--- src/rtl/fetch_decode_stage.sv ---
// fetch_decode_stage: PC, instruction fetch over req/valid, ARM-subset decode, valid/ready output.
// Optional backpressure counter STALL_CNT enabled by defining FD_STALL_CNT_EN.
module fetch_decode_stage #(
  parameter logic [31:0] RESET_PC    = 32'h00000000,
  parameter int          STALL_CNT_W = 16
) (
  input  logic                   CLK,
  input  logic                   RESETn,
  output logic                   IMEM_REQ,
  output logic [31:0]            IMEM_ADDR,
  input  logic                   IMEM_VALID,
  input  logic [31:0]            IMEM_RDATA,
  input  logic                   BR_TAKEN,
  input  logic [31:0]            BR_TARGET,
  input  logic                   OUT_READY,
  output logic                   OUT_VALID,
  output logic [31:0]            INSTR,
  output logic [3:0]             RA1,
  output logic [3:0]             RA2,
  output logic [3:0]             RA3,
  output logic [1:0]             RegWrite,
  output logic [31:0]            PCPlus4,
  output logic [31:0]            PCPlus8,
  output logic [31:0]            IMM,
  output logic [STALL_CNT_W-1:0] STALL_CNT
);
  typedef enum logic [1:0] {FETCH, VALID, DROP} state_t;
  state_t      state_q, state_d;
  logic [31:0] pc_q, pc_d, instr_q, p4_q, p8_q, imm_q, imm_d;
  logic [3:0]  ra1_q, ra2_q, ra3_q, ra1_d, ra2_d, ra3_d;
  logic [1:0]  rw_q, rw_d;
  logic        req_q, load;
  logic [31:0] d;

  assign d = IMEM_RDATA;

  always_comb begin
    ra1_d = '0;
    ra2_d = '0;
    ra3_d = '0;
    rw_d  = 2'b10;
    imm_d = '0;
    case (d[27:26])
      2'b00: begin
        ra1_d = d[19:16];
        ra2_d = d[3:0];
        ra3_d = d[15:12];
        rw_d  = (d[24:21] == 4'b1010) ? 2'b10 : 2'b11;
        imm_d = {24'b0, d[7:0]};
      end
      2'b01: begin
        ra1_d = d[19:16];
        ra2_d = d[20] ? 4'b0 : d[15:12];
        ra3_d = d[20] ? d[15:12] : 4'b0;
        rw_d  = d[20] ? 2'b11 : 2'b10;
        imm_d = {20'b0, d[11:0]};
      end
      2'b10: begin
        rw_d  = {1'b0, d[24]};
        imm_d = {{6{d[23]}}, d[23:0], 2'b00};
      end
      default: ;
    endcase
  end

  // A redirect while a request is in flight must swallow its response in DROP.
  always_comb begin
    state_d = state_q;
    pc_d    = pc_q;
    load    = 1'b0;
    case (state_q)
      FETCH: if (req_q && IMEM_VALID) begin
        load    = !BR_TAKEN;
        pc_d    = pc_q + 32'd4;
        state_d = VALID;
      end
      VALID:   state_d = OUT_READY ? FETCH : VALID;
      DROP:    state_d = IMEM_VALID ? FETCH : DROP;
      default: state_d = FETCH;
    endcase
    if (BR_TAKEN) begin
      pc_d    = {BR_TARGET[31:2], 2'b00};
      state_d = (!IMEM_VALID && ((state_q == FETCH && req_q) || state_q == DROP)) ? DROP : FETCH;
    end
  end

  always_ff @(posedge CLK or negedge RESETn) begin
    if (!RESETn) begin
      state_q <= FETCH;
      pc_q    <= RESET_PC;
      req_q   <= 1'b0;
      instr_q <= '0;
      ra1_q   <= '0;
      ra2_q   <= '0;
      ra3_q   <= '0;
      rw_q    <= 2'b10;
      imm_q   <= '0;
      p4_q    <= '0;
      p8_q    <= '0;
    end else begin
      state_q <= state_d;
      pc_q    <= pc_d;
      req_q   <= (state_d == FETCH);
      if (load) begin
        instr_q <= IMEM_RDATA;
        ra1_q   <= ra1_d;
        ra2_q   <= ra2_d;
        ra3_q   <= ra3_d;
        rw_q    <= rw_d;
        imm_q   <= imm_d;
        p4_q    <= pc_q + 32'd4;
        p8_q    <= pc_q + 32'd8;
      end
    end
  end

  assign IMEM_REQ  = req_q;
  assign IMEM_ADDR = pc_q;
  assign OUT_VALID = (state_q == VALID);
  assign INSTR     = instr_q;
  assign RA1       = ra1_q;
  assign RA2       = ra2_q;
  assign RA3       = ra3_q;
  assign RegWrite  = rw_q;
  assign PCPlus4   = p4_q;
  assign PCPlus8   = p8_q;
  assign IMM       = imm_q;

`ifdef FD_STALL_CNT_EN
  logic [STALL_CNT_W-1:0] stall_q;
  always_ff @(posedge CLK or negedge RESETn) begin
    if (!RESETn) stall_q <= '0;
    else if (state_q == VALID && !OUT_READY && !(&stall_q)) stall_q <= stall_q + STALL_CNT_W'(1);
  end
  assign STALL_CNT = stall_q;
`else
  assign STALL_CNT = '0;
`endif
endmodule

--- config.mk ---
export PLATFORM = sky130hd
export DESIGN_NAME = fetch_decode_stage
export DESIGN_NICKNAME = d
export VERILOG_FILES = /design/src/rtl/fetch_decode_stage.sv
export SDC_FILE = /design/constraint.sdc
export NUM_CORES = 1
export LEC_CHECK = 0
export CORE_UTILIZATION = 47
export CTS_CLUSTER_SIZE = 12
export DETAILED_ROUTE_END_ITERATION = 10
export HOLD_SLACK_MARGIN = 0.02
export PLACE_DENSITY = 0.81
export SYNTH_ARGS = -nofsm -noshare
export SYNTH_HDL_FRONTEND = slang
export SYNTH_SLANG_ARGS = --single-unit
--- constraint.sdc ---
create_clock -name CLK -period 2 [get_ports CLK]
set_input_delay 0.4 -clock CLK [delete_from_list [all_inputs] [get_ports CLK]]
set_output_delay 0.4 -clock CLK [all_outputs]
set_load 0.03 [all_outputs]
# [After elaboration in Yosys (flattened, before gate mapping)]
# Index checks and enable logic that the tools add are counted.
# Widths: inputs -> output; s select.
[word_totals] wordCells=51 out_inout_bits=192 ff_bits=177 inputBits=69
[classes] n_eq_ne=5 n_reduce_logical=13 addsub=2 muxes=20
[op_table] operator="$mux 32" n=3
[op_table] operator="$pmux 32 s3" n=1
[op_table] operator="$add 32x3->32 const B" n=1
[op_table] operator="$add 32x4->32 const B" n=1
[op_table] operator="$pmux 4 s2" n=2
[op_table] operator="$mux 4" n=3
[op_table] operator="$pmux 2 s3" n=2
[op_table] operator="$mux 2" n=4
[op_table] operator="$logic_not 2->1" n=3
[op_table] operator="$mux 1" n=5
[op_table] operator="$eq 2x1->1 const B" n=2
[op_table] operator="$eq 2x2->1 const B" n=2
[op_table] operator="$eq 4x4->1 const B" n=1
[op_table] operator="$reduce_bool 2->1" n=2
[op_table] operator="$logic_and 1x1->1" n=3
[op_table] operator="$logic_not 1->1" n=2
[op_table] operator="$reduce_and 2->1" n=1
[op_table] operator="$reduce_or 2->1" n=1
[op_table] operator="$logic_or 1x1->1" n=1

# [Logic depth before layout (Yosys ltp)]
[logic_depth] ltp_word=7 mapped_depth=7 mapped_depth_nobuf=6

# [Least setup slack after synthesis]
# No wires, ideal clock.
[synth_path] path_kind="reg2reg" start="register pc_q[3] (netlist: IMEM_ADDR[3])" end="register p8_q[29] (netlist: PCPlus8[29])" period_less_slack_ps=2007 arrival_time_ps=1924 path_buffers=0 required_time_ps=1917 setup_time_ps=83 path_stages_with_launch=7 setup_slack_ps=-7 cell_sequence="dfrtp_1 ha_1 nand3_2 nor3_1 nand3_1 xor2_1 o21ai_0"
[synth_via] elab_chain_cells=1
[synth_lines] element="start: declaration" line="29" text="logic [31:0] pc_q, pc_d, instr_q, p4_q, p8_q, imm_q, imm_d;"
[synth_lines] element="start signal: assignment" line="102" text="pc_q <= pc_d;"
[synth_lines] element="$add 32x4->32" line="112" text="p8_q <= pc_q + 32'd8;"
[synth_lines] element="end signal: assignment" line="112"
[synth_lines] element="end: declaration" line="29"
# No other way between the ends.
# A chain may end at the register's enable or synchronous reset.

# [Worst setup path in the final report]
[layout_path] start="register p8_q[4] (netlist: PCPlus8[4])" end="output port PCPlus8[4]"
[layout_rtl] element="end: declaration" line="23" text="output logic [31:0] PCPlus8,"
# No word-level cell between the ends.

==> reports/metrics.cfg <==
[status]
status=finished, final reports clean

[logic_synthesis]
synth_area_per_cell_um2=9.37
synth_top_cell_area_share_pct=50.5
ys_seq_area_share_pct=50.8
synth_seq_cells=165
synthDistinctLibCells=52
synthXorXnorAreaFrac_pct=9.05
synthMuxAreaShare_pct=0.123
synthAdderAreaFrac_pct=0.308
synthTopCellsByArea=dfrtp_1, nand2_1, xnor2_1
synth_top_family_by_area=simple AND/OR/NAND/NOR gates
synth_top_flop_cell=dfrtp_1
synth_area_um2=8130
synth.most_common_cell=nand2_1
netlist_top_cells_count=nand2_1, dfrtp_1, o21ai_0, nor2_1, xnor2_1
synthSimpleGateAreaFrac_pct=23.0
synth_top_area_cell=dfrtp_1
synth_edf_count=0
synth_cells=868
yosysWarnings=0
synth-compound-area-share_pct=8.94
synth-async-reset-ratio_pct=100

[die]
dieArea_um2=17800
die_h_um=134
core_um2=16800
initial_core_util_pct=48.5
fp.dieW_um=134
rows=47
io_pins=261

[finish]
nets=1188
area_delta_synth_final_pct=41.4
n_antenna_cell=0
final_util_pct=68.6
drive_gt1_share_pct=11.6

[global_routing]
grt_pass1_wl_um=37000
grt-ovfl-total=0
globalRouteTotalUtil_pct=27.0
grt_pass1_vias=6973
antenna_found_initial=0
grt_max_degree=85

[setup_path]
cpPeakStageDelay_ps=720
cp_data_required_time_ps=1600
reg2reg_slack_ps=120
path_max_fanout=2
cp_slowest_cell=clkdlybuf4s50_1
cp_top_family=buffers and inverters
worstSetupEndpointType=output pin
critical_path_arrival_ps=1520
path_class=reg2out
worst-path-buf-inv=1
startpoint_type=flop
crit_chain=clkdlybuf4s50_1

[sta]
setup_viol=0
fmax_ghz=0.521
period_share_pct=96.0
fin_skew_ps=13.9
fin_crit_ps=1920
slew_headroom_pct=66.8
grt_setup_unrepaired=false
drv_slew=0
finalHoldViolCount=0
worstMarginPinSlew_ps=493

[power_and_ir_drop]
power.total_mw=14.9
p_seq_share_pct=34.1
switchingPower_mw=5.93
power.share.combinational_pct=43.1
ir_drop_mv=0.682
power_density_nw_per_um2=1290
leakage_nw=5.14
sw_frac_of_total_pct=39.9
p_int_mw=8.94
p_clk_share_pct=22.8

[clock_network]
htree_levels=4
path_clk_slew_ps=70
cts_buffer_depth=2
numCtsBuffers=17
clock-sinks=165
cts_root_buf=clkbuf_16
cts_tree=built
clk_latency_ps=430

[drt]
num_vias=7037
drt.antenna.violating_nets=0
wl_um=23400
drc=0
drtPass1Iterations=5
drt_iter0_markers=525
via_per_inst=5.21
wl_per_cell_um=17.3

[run]
maxCapViolCount=0

[place]
place_congestion=0.869
dp_hpwl_um=17200
io_buffer_count=236

[worst_hold_path]
hold_class=in2reg

==> metal layers <==
| metal | wire (µm) | part of all wire [%] | global-route usage (%) | up-vias |
|---|---|---|---|---|
| li1 | - | - | - | 3328 |
| met1 | 10100 | 43 | 35.8 | 3395 |
| met2 | 11300 | 48 | 43.7 | 260 |
| met3 | 1150 | 4.9 | 4.53 | 54 |
| met4 | 845 | 3.6 | 12.1 | 0 |
| met5 | 0 | 0 | 0 | - |
==> worst register-to-register path: stages, from the launching register on <==
cell	delay, ps
dfrtp_1	570
nand4_1	270
buf_4	240
nor4_1	390
xnor2_1	170
o21ai_0	100
==> timing repair <==
action / CTS / global route
gates resized for setup: 31 / 10
hold buffers: 1 / 0
endpoints found under the setup margin: 36 / 15
endpoints found under the hold margin: 43 / 0
buffers inserted: 0 / 0
==> power groups by stage <==
| stage | Combinational [mW] | Sequential (mW) | Clock [mW] |
|---|---|---|---|
| after global placement | 6.39 | 5.07 | 0 |
| final | 6.42 | 5.07 | 3.39 |
| after global routing | 6.78 | 5.20 | 3.57 |
| after detailed placement | 6.49 | 5.11 | 0 |
| after floorplan | 1.48 | 7.12 | 0 |
| after CTS | 6.46 | 5.07 | 3.43 |
==> layout make-up <==
type	count	area, µm²
fillers	1349	5260
repair buffers	308	2990
flip-flops and latches	165	4130
multi-input cells	622	3480
clock inverters	14	178
inverters	3	11.3
clock buffers	18	429
well taps	220	275
==> registers in the layout, summed over array words and instances, names as in the netlist <==
| signal | cells |
|---|---|
| RA1 | 4 |
| IMEM_REQ | 1 |
| RA3 | 4 |
| IMEM_ADDR | 30 |
| IMM | 26 |
| RegWrite | 2 |
| state_q | 2 |
| PCPlus4 | 30 |
| PCPlus8 | 30 |
| RA2 | 4 |
| INSTR | 32 |
==> path summary, 6_finish.rpt <==
path                                  to          start  cells past startpoint
min in group asynchronous    PCPlus4[14]         RESETn                      2
hold / removal              IMEM_ADDR[2]       BR_TAKEN                      2
setup reg to reg             PCPlus4[17]  IMEM_ADDR[13]                      5
setup / recovery              PCPlus8[4]     PCPlus8[4]                      1
hold reg to reg                INSTR[15]      INSTR[15]                      2
max in group asynchronous  IMEM_ADDR[24]         RESETn                      3
==> layout by cell type, fill, tap and decap left out, drive strengths merged, types with 14 or more instances in the layout <==
master	synthesis	final
nor3	18	18
conb	1	22
a22o	14	14
a221oi	14	14
clkbuf	34	18
o21ai	88	88
dlygate4sd2	0	31
nand3	27	27
buf	65	73
dfrtp	164	164
nand4	23	23
xnor2	47	47
nand2	228	228
clkdlybuf4s50	0	196
xor2	37	37
nor2	60	60
==> cell families after synthesis <==
kind of cell,Yosys count
flops,165
xor+xnor,84
mux,1
fa+ha+maj,2
compound gates,122
simple gates,391
buf+inv,102
other cells,1
==> metrics by stage <==
| step | TNS [ps] | setup slack, ps | std cells | hold slack [ps] | cell area [µm²] |
|---|---|---|---|---|---|
| global placement | -1290 | -146 | 1317 | 368 | 10900 |
| global route | 0 | 15.5 | 1350 | 285 | 11500 |
| CTS | 0 | 2.70 | 1350 | 261 | 11500 |
| finish | 0 | 80.3 | 1350 | 255 | 11500 |
| floorplan | 0 | 41.7 | 889 | 104 | 8220 |
| detailed placement | -2170 | -197 | 1317 | 374 | 10900 |
No activity file was read; power rests on OpenSTA's default activity.
==> RTL edit, RTL diff (config.mk and constraints unchanged) <==
Register the input `BR_TARGET` before use, with the module's reset. The logic sees it one clock later. The other inputs are not delayed to match.
--- a/src/rtl/fetch_decode_stage.sv
+++ b/src/rtl/fetch_decode_stage.sv
@@ -26,4 +26,15 @@
 );
   typedef enum logic [1:0] {FETCH, VALID, DROP} state_t;
+
+  logic [31:0] BR_TARGET_q;
+
+  always_ff @(posedge CLK or negedge RESETn) begin
+    if (!RESETn) begin
+      BR_TARGET_q <= '0;
+    end else begin
+      BR_TARGET_q <= BR_TARGET;
+    end
+  end
+
   state_t      state_q, state_d;
   logic [31:0] pc_q, pc_d, instr_q, p4_q, p8_q, imm_q, imm_d;
@@ -80,5 +91,5 @@
     endcase
     if (BR_TAKEN) begin
-      pc_d    = {BR_TARGET[31:2], 2'b00};
+      pc_d    = {BR_TARGET_q[31:2], 2'b00};
       state_d = (!IMEM_VALID && ((state_q == FETCH && req_q) || state_q == DROP)) ? DROP : FETCH;
     end
Check against the original RTL: not equivalent (a bounded check fails within 4 cycles, from zero or initial values and one cycle with RESETn low).
==> RTL edit against the unedited design <==
The run now ends with design-rule violations left. Wire length increased by 3.7%. Power up 5.3%. First-iteration DRC count up 8.2%. Area after synthesis rose by 7.4%. Highest routed layer unchanged. Combinational power hardly changed. Cell area rose by 6.2%. Setup slack lost 34 ps. Count of clock-buffer cells in the layout fell by 1. Sequential cell count increased by 30. Largest cell class unchanged. Critical endpoint is now PCPlus4[20]. Global-route usage shrank 1.1 points.
==> RTL edit: results (changes against the unedited design) <==
| Metric | Value |
|---|---|
| Status | `complete, but fails checks` |
| Failing checks | `design-rule violations` |
| Synth Area in Adders | `0.00286 (-0.000213)` |
| First-pass iteration count of the detailed router | `10 (+5)` |
| Setup CP Type | `reg2reg` |
| Sequential share of the synthesized area | `0.559 (+0.0507)` |
| Area post-placement | `0.0116 mm^2 (+6.3%)` |
| Met3 GRT Util | `0.0492 (+0.00390)` |
| DR iter-0 viols | `568 (+8.2%)` |
| GRT met1 Usage | `0.370 (+0.0121)` |
| Global Route met2 Usage | `0.379 (-0.0575)` |
| Hold WS | `391 ps (+136 ps)` |
| Skew final | `10.7 ps (-3.16 ps)` |
| DRT Wirelength | `24200 um (+3.7%)` |
| Post-synthesis mux area share | `0.00358 (+0.00235)` |
| Post-synthesis xor/xnor area fraction | `0.0842 (-0.00627)` |
| Share of cells above drive strength 1 | `0.119 (+0.00283)` |
| Crit-path max FO | `5 (+3)` |
| Data arrival, critical path | `2260 ps (+740 ps)` |
| Placed Cells incl. Taps | `1358 (+3.1%)` |
| Drt drc | `30 (+30)` |
| WL/cell | `17.4 um (+0.61%)` |
| Internal power | `9.44 mW (+5.6%)` |
| Most area-consuming cells after synthesis | `dfrtp_1 56%, nand2_1 11%, xor2_1 5.6%` |
| Period utilization | `0.977 (+0.0169)` |
| Worst r2r src | `IMEM_ADDR[3]` |
| Leak pwr | `5.41 nW (+5.3%)` |
| Maximum vdd ir drop | `0.000716 V (+5.1%)` |
| Synth Area in Compound Gates | `0.0810 (-0.00834)` |
[RTL edit: cell count changes after synthesis, moves of 5 or more]
cell,unedited run,this run
nand2_1,228,247
nand3_1,25,30
nor3_1,14,8
xnor2_1,47,28
xor2_1,37,56
buf_6,11,1
clkbuf_1,32,40
dfrtp_1,164,194
nor2_1,60,46
[RTL edit: worst min-delay path by stage]
stage / start / end / cells after the start
floorplan: RESETn / BR_TARGET_q[10] / 0
global placement: RESETn / INSTR[11] / 1
detailed placement: RESETn / INSTR[11] / 1
CTS: BR_TARGET[3] / BR_TARGET_q[3] / 1
global route: BR_TARGET[4] / BR_TARGET_q[4] / 1
finish: BR_TARGET[3] / BR_TARGET_q[3] / 1
[RTL edit: critical path, cell delays in order (launching register included)]
cell	delay [ps]
dfrtp_2	440
ha_4	150
nand3_2	100
or4_4	580
nor3_1	240
xnor2_1	200
o21ai_1	100
[RTL edit: power by group through the flow]
stage               clock [mW]  combinational, mW  sequential, mW
detailed placement           0               6.47            5.78
global placement             0               6.36            5.71
global route              3.79               6.75            5.83
CTS                       3.60               6.43            5.70
floorplan                    0               1.43            7.76
finish                    3.55               6.41            5.70
[RTL edit: cell families (layout without fill, tap and decap cells)]
group                    count (synthesis)  after routing
XOR/XNOR                                84             84
adder cells (fa/ha/maj)                  2              2
multiplexers                             3              3
AND/OR/NAND/NOR                        396            396
other                                    1             22
AO/OA/AOI/OAI                          119            119
buffers and inverters                   99            341
flip-flops                             195            195
[RTL edit: timing repair]
item / CTS / global route
pin swaps: 0 / 2
gates resized for setup: 35 / 12
endpoints found under the hold margin: 36 / 0
endpoints found under the setup margin: 36 / 25
hold buffers: 1 / 0
[RTL edit: routing by layer]
layer  vias up  routed length, um
li1       3429                  -
met1      3509              10300
met2       350              11000
met3        64               1860
met4         0               1010
met5         -                  0
[RTL edit: layout make-up]
cell class / count / area (um^2)
fill: 1350 / 5880
sequential: 195 / 4890
multi-input combinational: 626 / 3470
timing repair buffer: 306 / 2930
clock buffer: 17 / 425
tap: 229 / 287
clock inverter: 15 / 193
inverter: 3 / 11.3
